$ cat src/rtl/wb_page_interconnect.sv
// Single-master, NS-slave pipelined Wishbone interconnect.
// Page-table decode, in-order response tracking across slave switches,
// response timeout and bus-error capture with cause and address.
module wb_page_interconnect #(
   parameter int NS = 4,
   parameter int AW = 30,
   parameter int DW = 32,
   parameter int PB = 8,
   parameter logic [NS*(AW-PB)-1:0] BASE_PAGES = {22'h84, 22'h83, 22'h82, 22'h81},
   parameter int OW = 3,
   parameter int TO_CYCLES = 1023
) (
   input  logic               i_clk,
   input  logic               i_reset,
   input  logic               i_wb_cyc,
   input  logic               i_wb_stb,
   input  logic               i_wb_we,
   input  logic [AW-1:0]      i_wb_addr,
   input  logic [DW-1:0]      i_wb_data,
   input  logic [DW/8-1:0]    i_wb_sel,
   output logic               o_wb_stall,
   output logic               o_wb_ack,
   output logic               o_wb_err,
   output logic [DW-1:0]      o_wb_data,
   output logic               o_s_cyc,
   output logic [NS-1:0]      o_s_stb,
   output logic               o_s_we,
   output logic [PB-1:0]      o_s_addr,
   output logic [DW-1:0]      o_s_data,
   output logic [DW/8-1:0]    o_s_sel,
   input  logic [NS-1:0]      i_s_stall,
   input  logic [NS-1:0]      i_s_ack,
   input  logic [NS*DW-1:0]   i_s_data,
   output logic               o_err_stb,
   output logic [1:0]         o_err_cause,
   output logic [AW-1:0]      o_err_addr
);
   localparam int PW = AW - PB;
   localparam int SW = $clog2(NS + 1);
   localparam int TW = $clog2(TO_CYCLES + 1);
   // Index NS is the internal error target for unmapped pages.
   localparam logic [SW-1:0] SEL_E   = SW'(NS);
   localparam logic [OW-1:0] CNT_MAX = {OW{1'b1}};
   // Compare against the pre-increment value so the error lands exactly
   // TO_CYCLES clocks after the last accept or response.
   localparam logic [TW-1:0] TO_LAST = TW'(TO_CYCLES - 2);

   logic [SW-1:0] cur_q, cur_d;
   logic [OW-1:0] cnt_q, cnt_d;
   logic [TW-1:0] to_cnt_q, to_cnt_d;
   logic [AW-1:0] last_addr_q, last_addr_d;
   logic          ack_q, ack_d;
   logic          err_q, err_d;
   logic          e_pend_q, e_pend_d;
   logic [DW-1:0] data_q, data_d;
   logic [1:0]    cause_q, cause_d;
   logic [AW-1:0] eaddr_q, eaddr_d;

   logic [PW-1:0] page;
   logic [SW-1:0] dsel;
   logic          sel_stall, cur_ack;
   logic [DW-1:0] cur_data;
   logic          req, accept, accept_e, resp_s, resp_e, resp, timeout;

   // Page decode: lowest matching slave index wins, no match selects E.
   always_comb begin
      page = i_wb_addr[AW-1:PB];
      dsel = SEL_E;
      for (int k = NS - 1; k >= 0; k--) begin
         if (page == BASE_PAGES[k*PW +: PW]) dsel = SW'(k);
      end
   end

   // Stall of the decoded slave, and ack/data of the slave holding the bus.
   always_comb begin
      sel_stall = 1'b0;
      cur_ack   = 1'b0;
      cur_data  = '0;
      for (int k = 0; k < NS; k++) begin
         if (dsel == SW'(k)) sel_stall = i_s_stall[k];
         if (cur_q == SW'(k)) begin
            cur_ack  = i_s_ack[k];
            cur_data = i_s_data[k*DW +: DW];
         end
      end
   end

   assign req        = i_wb_cyc & i_wb_stb;
   assign o_wb_stall = req & (((cnt_q != '0) & (dsel != cur_q)) |
                              (cnt_q == CNT_MAX) | sel_stall);
   assign accept     = req & ~o_wb_stall;
   assign accept_e   = accept & (dsel == SEL_E);
   // Acks from anything but the current target, or with nothing pending, drop.
   assign resp_s     = (cnt_q != '0) & cur_ack;
   assign resp_e     = (cnt_q != '0) & e_pend_q & (cur_q == SEL_E);
   assign resp       = resp_s | resp_e;
   assign timeout    = i_wb_cyc & (cnt_q != '0) & ~accept & ~resp &
                       (to_cnt_q == TO_LAST);

   // Strobe routing to the decoded slave only when the request is accepted.
   always_comb begin
      o_s_stb = '0;
      for (int k = 0; k < NS; k++) begin
         o_s_stb[k] = accept & (dsel == SW'(k));
      end
   end

   assign o_s_cyc  = i_wb_cyc;
   assign o_s_we   = i_wb_we;
   assign o_s_addr = i_wb_addr[PB-1:0];
   assign o_s_data = i_wb_data;
   assign o_s_sel  = i_wb_sel;

   // Next-state for tracking, response and error-capture registers.
   always_comb begin
      cur_d       = cur_q;
      last_addr_d = last_addr_q;
      cnt_d       = cnt_q;
      to_cnt_d    = to_cnt_q;
      if (accept) begin
         cur_d       = dsel;
         last_addr_d = i_wb_addr;
      end
      if (!i_wb_cyc || timeout)  cnt_d = '0;
      else if (accept && !resp)  cnt_d = cnt_q + 1'b1;
      else if (!accept && resp)  cnt_d = cnt_q - 1'b1;
      if (!i_wb_cyc || (cnt_q == '0) || accept || resp || timeout) to_cnt_d = '0;
      else                                                         to_cnt_d = to_cnt_q + 1'b1;
      ack_d    = i_wb_cyc & resp_s;
      data_d   = ack_d ? cur_data : '0;
      err_d    = i_wb_cyc & (accept_e | timeout);
      e_pend_d = accept_e;
      // Timeout takes priority over an unmapped access when both occur.
      cause_d  = timeout ? 2'b10 : (accept_e ? 2'b01 : cause_q);
      eaddr_d  = timeout ? last_addr_q : (accept_e ? i_wb_addr : eaddr_q);
   end

   // State and output registers, cleared asynchronously.
   always_ff @(posedge i_clk or posedge i_reset) begin
      if (i_reset) begin
         cur_q       <= '0;
         cnt_q       <= '0;
         to_cnt_q    <= '0;
         last_addr_q <= '0;
         ack_q       <= 1'b0;
         err_q       <= 1'b0;
         e_pend_q    <= 1'b0;
         data_q      <= '0;
         cause_q     <= '0;
         eaddr_q     <= '0;
      end else begin
         cur_q       <= cur_d;
         cnt_q       <= cnt_d;
         to_cnt_q    <= to_cnt_d;
         last_addr_q <= last_addr_d;
         ack_q       <= ack_d;
         err_q       <= err_d;
         e_pend_q    <= e_pend_d;
         data_q      <= data_d;
         cause_q     <= cause_d;
         eaddr_q     <= eaddr_d;
      end
   end

   assign o_wb_ack    = ack_q;
   assign o_wb_err    = err_q;
   assign o_wb_data   = data_q;
   assign o_err_stb   = err_q;
   assign o_err_cause = cause_q;
   assign o_err_addr  = eaddr_q;
endmodule

$ cat config.mk
export PLATFORM = sky130hd
export DESIGN_NAME = wb_page_interconnect
export DESIGN_NICKNAME = d
export VERILOG_FILES = /design/src/rtl/wb_page_interconnect.sv
export SDC_FILE = /design/constraint.sdc
export NUM_CORES = 1
export LEC_CHECK = 0
export CAP_MARGIN = 20
export CORE_AREA = 2 2 125 127
export DETAILED_ROUTE_END_ITERATION = 7
export DIE_AREA = 0 0 127 129
export PLACE_DENSITY_LB_ADDON = 0.2
export SYNTH_ARGS = -nofsm -noshare
export SYNTH_HDL_FRONTEND = slang
export SYNTH_SLANG_ARGS = --single-unit
$ cat constraint.sdc
create_clock -name i_clk -period 10.6 [get_ports i_clk]
set_input_delay 2.12 -clock i_clk [delete_from_list [all_inputs] [get_ports i_clk]]
set_output_delay 2.12 -clock i_clk [all_outputs]
set_load 0.1 [all_outputs]
# Word-level counts from Yosys, hierarchy flattened
# Index checks and enable logic that the tools add are counted.
# classes
n_bitwise,25
addsub,3
eq_ne,15
mux,25
n_reduce_logical,16
# ops
operator,n
two-way mux 32 bit,5
"== test 22 x 8 -> 1 bit, second input constant",4
two-way mux 30 bit,2
two-way mux 3 bit,7
bitwise AND 1 bit,18
"== test 3 x 2 -> 1 bit, second input constant",4
"adder 10 x 1 -> 10 bit, second input constant",1
"== test 10 bit, second input constant",1
two-way mux 10 bit,1
"== test 3 bit, second input constant",3
zero test 3 bit,3
two-way mux 1 bit,8
"== test 3 x 1 -> 1 bit, second input constant",2
nonzero test 3 bit,2
logical OR 1 bit,5
two-way mux 2 bit,2
bitwise OR 1 bit,4
"adder 3 x 1 -> 3 bit, second input constant",1
zero test 1 bit,3
inequality test 3 bit,1
NOT 1 bit,3
"subtractor 3 x 1 -> 3 bit, second input constant",1
logical AND 1 bit,2
nonzero test 2 bit,1
# totals
wordCells,94
ff_bits,113
out_inout_bits,118
input_bits,207

# Depth between registers and ports, before layout
# logic_depth
depth_word,20
ltp_mapped,14
ltp_nobuf,10

# Worst setup path after synthesis
# Ideal clock, no wire load.
# synth_path
path_type,input port to output port
startpoint,input port i_wb_addr[9]
endpoint,output port o_s_stb[1]
setup_slack_ns,1.937
arrival_ns,6.543
path_stages,9
path_buffers,3
required_ns,8.480
path_cell_list,buf_4 -> nor2_2 -> nand4_1 -> a2111oi_2 -> o22ai_2 -> buf_6 -> a21oi_1 -> clkbuf_1 -> nor4bb_1
# synth_between
elab_chain_len,15
elab_cells_between_ends,24
cone_classes,eq/ne (8); mux (8); bitwise (7); reduce/logical (1)
# synth_lines
item,line_no,rtl
"start, declared",18,"input logic [AW-1:0] i_wb_addr,"
== test 22 x 8 -> 1 bit,70,if (page == BASE_PAGES[k*PW +: PW]) dsel = SW'(k);
two-way mux 3 bit (3 in a row),70,
two-way mux 3 bit (*),70,
zero test 3 bit,80,if (dsel == SW'(k)) sel_stall = i_s_stall[k];
two-way mux 1 bit (4 in a row),80,
bitwise OR 1 bit,90,(cnt_q == CNT_MAX) | sel_stall);
bitwise AND 1 bit,89,assign o_wb_stall = req & (((cnt_q != '0) & (dsel != cur_q)) |
NOT 1 bit,91,assign accept = req & ~o_wb_stall;
bitwise AND 1 bit,91,
bitwise AND 1 bit (*),104,o_s_stb[k] = accept & (dsel == SW'(k));
"end, declared",26,"output logic [NS-1:0] o_s_stb,"
# Mark *: on every way between the ends. The rest lies on a longest branch, timed or not.

# Final worst setup path
# layout_path
startpoint,input port i_wb_addr[15]
endpoint,output port o_s_stb[2]
# The elaborated chain is that of the path after synthesis.

==> results.yml <==
outcome:
  status: "completed"
cts:
  hold_buffers: 0
  clk_latency_ns: 0.41
  cts_num_sinks: 113
  cts_root_buffer: "clkbuf_16"
  cts_tree: "done"
  numCtsBuffers: 17
  post_cts_resized: 0
  cts_buffer_depth: 2
  postCtsSetupBuffers: 0
  cts.clk_slew.worst_paths_ns: 0.05
  htree_num_levels: 4
die:
  die_h_um: 129
  ios: 325
  fp.dieArea_mm2: 0.0164
  core_mm2: 0.0150
  dieWidth_um: 127
  row_count: 45
  start_util_pct: 40.2
synthesis:
  yosysTopAreaCellShare_pct: 47.0
  syn_avg_cell_area_um2: 11.8
  postSynth.asyncResetShare_pct: 100
  synth_cell_types: 57
  synth_area_mm2: 0.00602
  yosysMostFrequentCell: "dfrtp_1"
  ys_top_cells_by_count: "dfrtp_1, nand2_1, buf_4, nor2b_1"
  synthFlopType: "dfrtp_1"
  synthCells: 511
  syn_nets: 721
  synth.area.top_cells: "dfrtp_1, mux4_2, buf_4"
  synth_seq_cells: 113
  synth_top_cell_by_area: "dfrtp_1"
  ys_warn_count: 0
  synth-edff-count: 0
  yosysSeqAreaShare_pct: 47.0
sta:
  report.final.slew_viol_count: 0
  grt_setup_unrepaired: "no"
  whs_ns: 0.474
  slew_headroom_pct: 30.0
  fin_tns_setup_ns: 0
  fin_skew_ns: 0.00836
  finalSetupViolations: 0
  worst_slew_pin_slew_ns: 1.05
  hold_viol: 0
  min_period_ns: 8.12
  postLayoutSetupSlackWorst_ns: 2.48
  fmax_mhz: 123
  fin_crit_sh_pct: 76.6
finish:
  drive_above_1_share_pct: 13.6
  final_area_mm2: 0.00890
  areaGrowthSynthToFinish_pct: 47.9
  final_util_pct: 59.5
  nNetsFinal: 917
  insertedDiodeCount: 0
placement:
  place.gp.congestion: 0.900
  dp_slack_ns: 2.48
  postPlaceCellArea_mm2: 0.00831
  dp_hpwl_um: 14500
  io_buffers: 250
critical_path:
  crit_arrival_ns: 6.00
  required_ns: 8.48
  cp_top_family: "buffers and inverters"
  path_cells: "clkdlybuf4s50_1 > nor3b_1 > nand2_1 > o31a_1 > o22ai_2 > a21o_1 > buf_4 > nor3_1 > clkdlybuf4s50_1"
  slowest_stage: "clkdlybuf4s50_1"
  end_kind: "primary output"
  critPathMaxStageDelay_ns: 0.99
  critPathLaunchType: "primary input"
  crit_fanout: 27
  crit_type: "in -> out"
  cp.buffers_inverters: 3
  cpMostUsedCell: "clkdlybuf4s50_1"
power_and_ir_drop:
  p_leak_nw: 3.74
  vdd_drop_max_mv: 0.230
  cellPowerDensity_mw_per_mm2: 253
global_routing:
  gr-usage-met1_pct: 29.0
  top_usage_layer: "met2"
  gr-usage-met2_pct: 40.3
  grtUsageMet3_pct: 6.90
  grt_pass1_vias: 5050
  track_usage_pct: 23.5
  grt_antenna_before_repair: 0
  grt_max_degree: 73
  grt.overflow.total: 0
  grt_pass1_wl_um: 28900
run:
  maxCapViolCount: 0
route:
  antenna_left: 0
  routed_wirelength_um: 18800
  drtIter0Drc: 322
  wl_per_cell_um: 20.7
  drc: 0
  vias: 4805
  vias_per_cell: 5.29
  firstDrtPassIters: 4
hold_path:
  hp-class: "reg -> reg"
==> final timing paths <==
| path | startpoint | endpoint | slack (ns) | cells past startpoint |
|---|---|---|---|---|
| max in group asynchronous | i_reset | cur_q[1] | 7.08 | 3 |
| hold / removal | last_addr_q[16] | last_addr_q[16] | 0.47 | 1 |
| hold reg to reg | last_addr_q[16] | last_addr_q[16] | 0.47 | 1 |
| setup / recovery | i_wb_addr[15] | o_s_stb[2] | 2.48 | 9 |
| min in group asynchronous | i_reset | o_wb_data[20] | 2.10 | 2 |
| setup reg to reg | cur_q[1] | cnt_q[1] | 6.73 | 10 |
==> state kept, by name, indices dropped and copies added (netlist names), 2 cells and up <==
signal / count
cnt_q: 3
cur_q: 3
last_addr_q: 30
o_err_addr: 30
o_err_cause: 2
o_wb_data: 32
to_cnt_q: 10
==> power breakdown <==
group / leakage (nW) / total, mW / internal [mW] / switching (mW)
sequential: 1.46 / 0.647 / 0.565 / 0.0821
clock: 0.272 / 0.565 / 0.354 / 0.211
combinational: 2.00 / 1.04 / 0.301 / 0.736
total: 3.74 / 2.25 / 1.22 / 1.03
==> cell usage in the layout, fill, tap and decap left out, types with 4 or more instances in the layout <==
master / instances
mux2i_1: 5
nand2_1: 51
clkinvlp_4: 6
clkdlybuf4s50_1: 250
mux4_2: 32
xnor2_1: 5
xor2_1: 6
nor2_2: 5
inv_1: 6
and2_1: 20
nand3_1: 11
a221o_1: 18
nor3_1: 5
nor2_1: 10
nor2_4: 8
clkbuf_16: 17
dfrtp_1: 111
buf_4: 7
nor4_1: 4
a21o_1: 32
a22o_1: 12
nor2b_1: 35
==> layer usage <==
metal | vias up | share of wire (%)
li1 | 2178 | -
met1 | 2393 | 40
met2 | 212 | 52
met3 | 22 | 6.4
met4 | 0 | 1.7
met5 | - | 0
==> logic make-up (layout without fill, tap and decap cells) <==
kind of cell	count (synthesis)	after routing	synth area share (%)
multiplexers	37	37	12.8
flip-flops	113	113	47.0
adder cells (fa/ha/maj)	3	3	0.748
buffers and inverters	88	297	8.98
AND/OR/NAND/NOR	174	174	16.9
XOR/XNOR	11	11	1.60
AO/OA/AOI/OAI	85	85	12.0
==> stage by stage <==
step / std cells / total power [mW]
after floorplan: 511 / 1.47
after global placement: 876 / 1.67
after detailed placement: 876 / 1.69
after CTS: 908 / 2.27
after global routing: 908 / 2.35
final: 908 / 2.25
==> area by class of cell <==
class / count / area (um2)
Multi-Input combinational cell: 310 / 2660
Clock buffer: 18 / 439
Inverter: 8 / 32.5
Timing Repair Buffer: 257 / 2550
Sequential cell: 113 / 2830
Tap cell: 188 / 235
Clock inverter: 14 / 158
Fill cell: 1218 / 6070
==> worst reg2reg max path: stages (launching register included) <==
cell and delay (ns):
dfrtp_2 0.97, nor3b_1 0.11, o21ai_0 0.20, a211oi_1 0.12, o22ai_2 0.45, a21o_1 0.43, buf_4 0.38, nor2_1 0.11
fa_1 0.48, or3_1 0.38, a31oi_1 0.16
No activity file was read; power rests on OpenSTA's default activity.
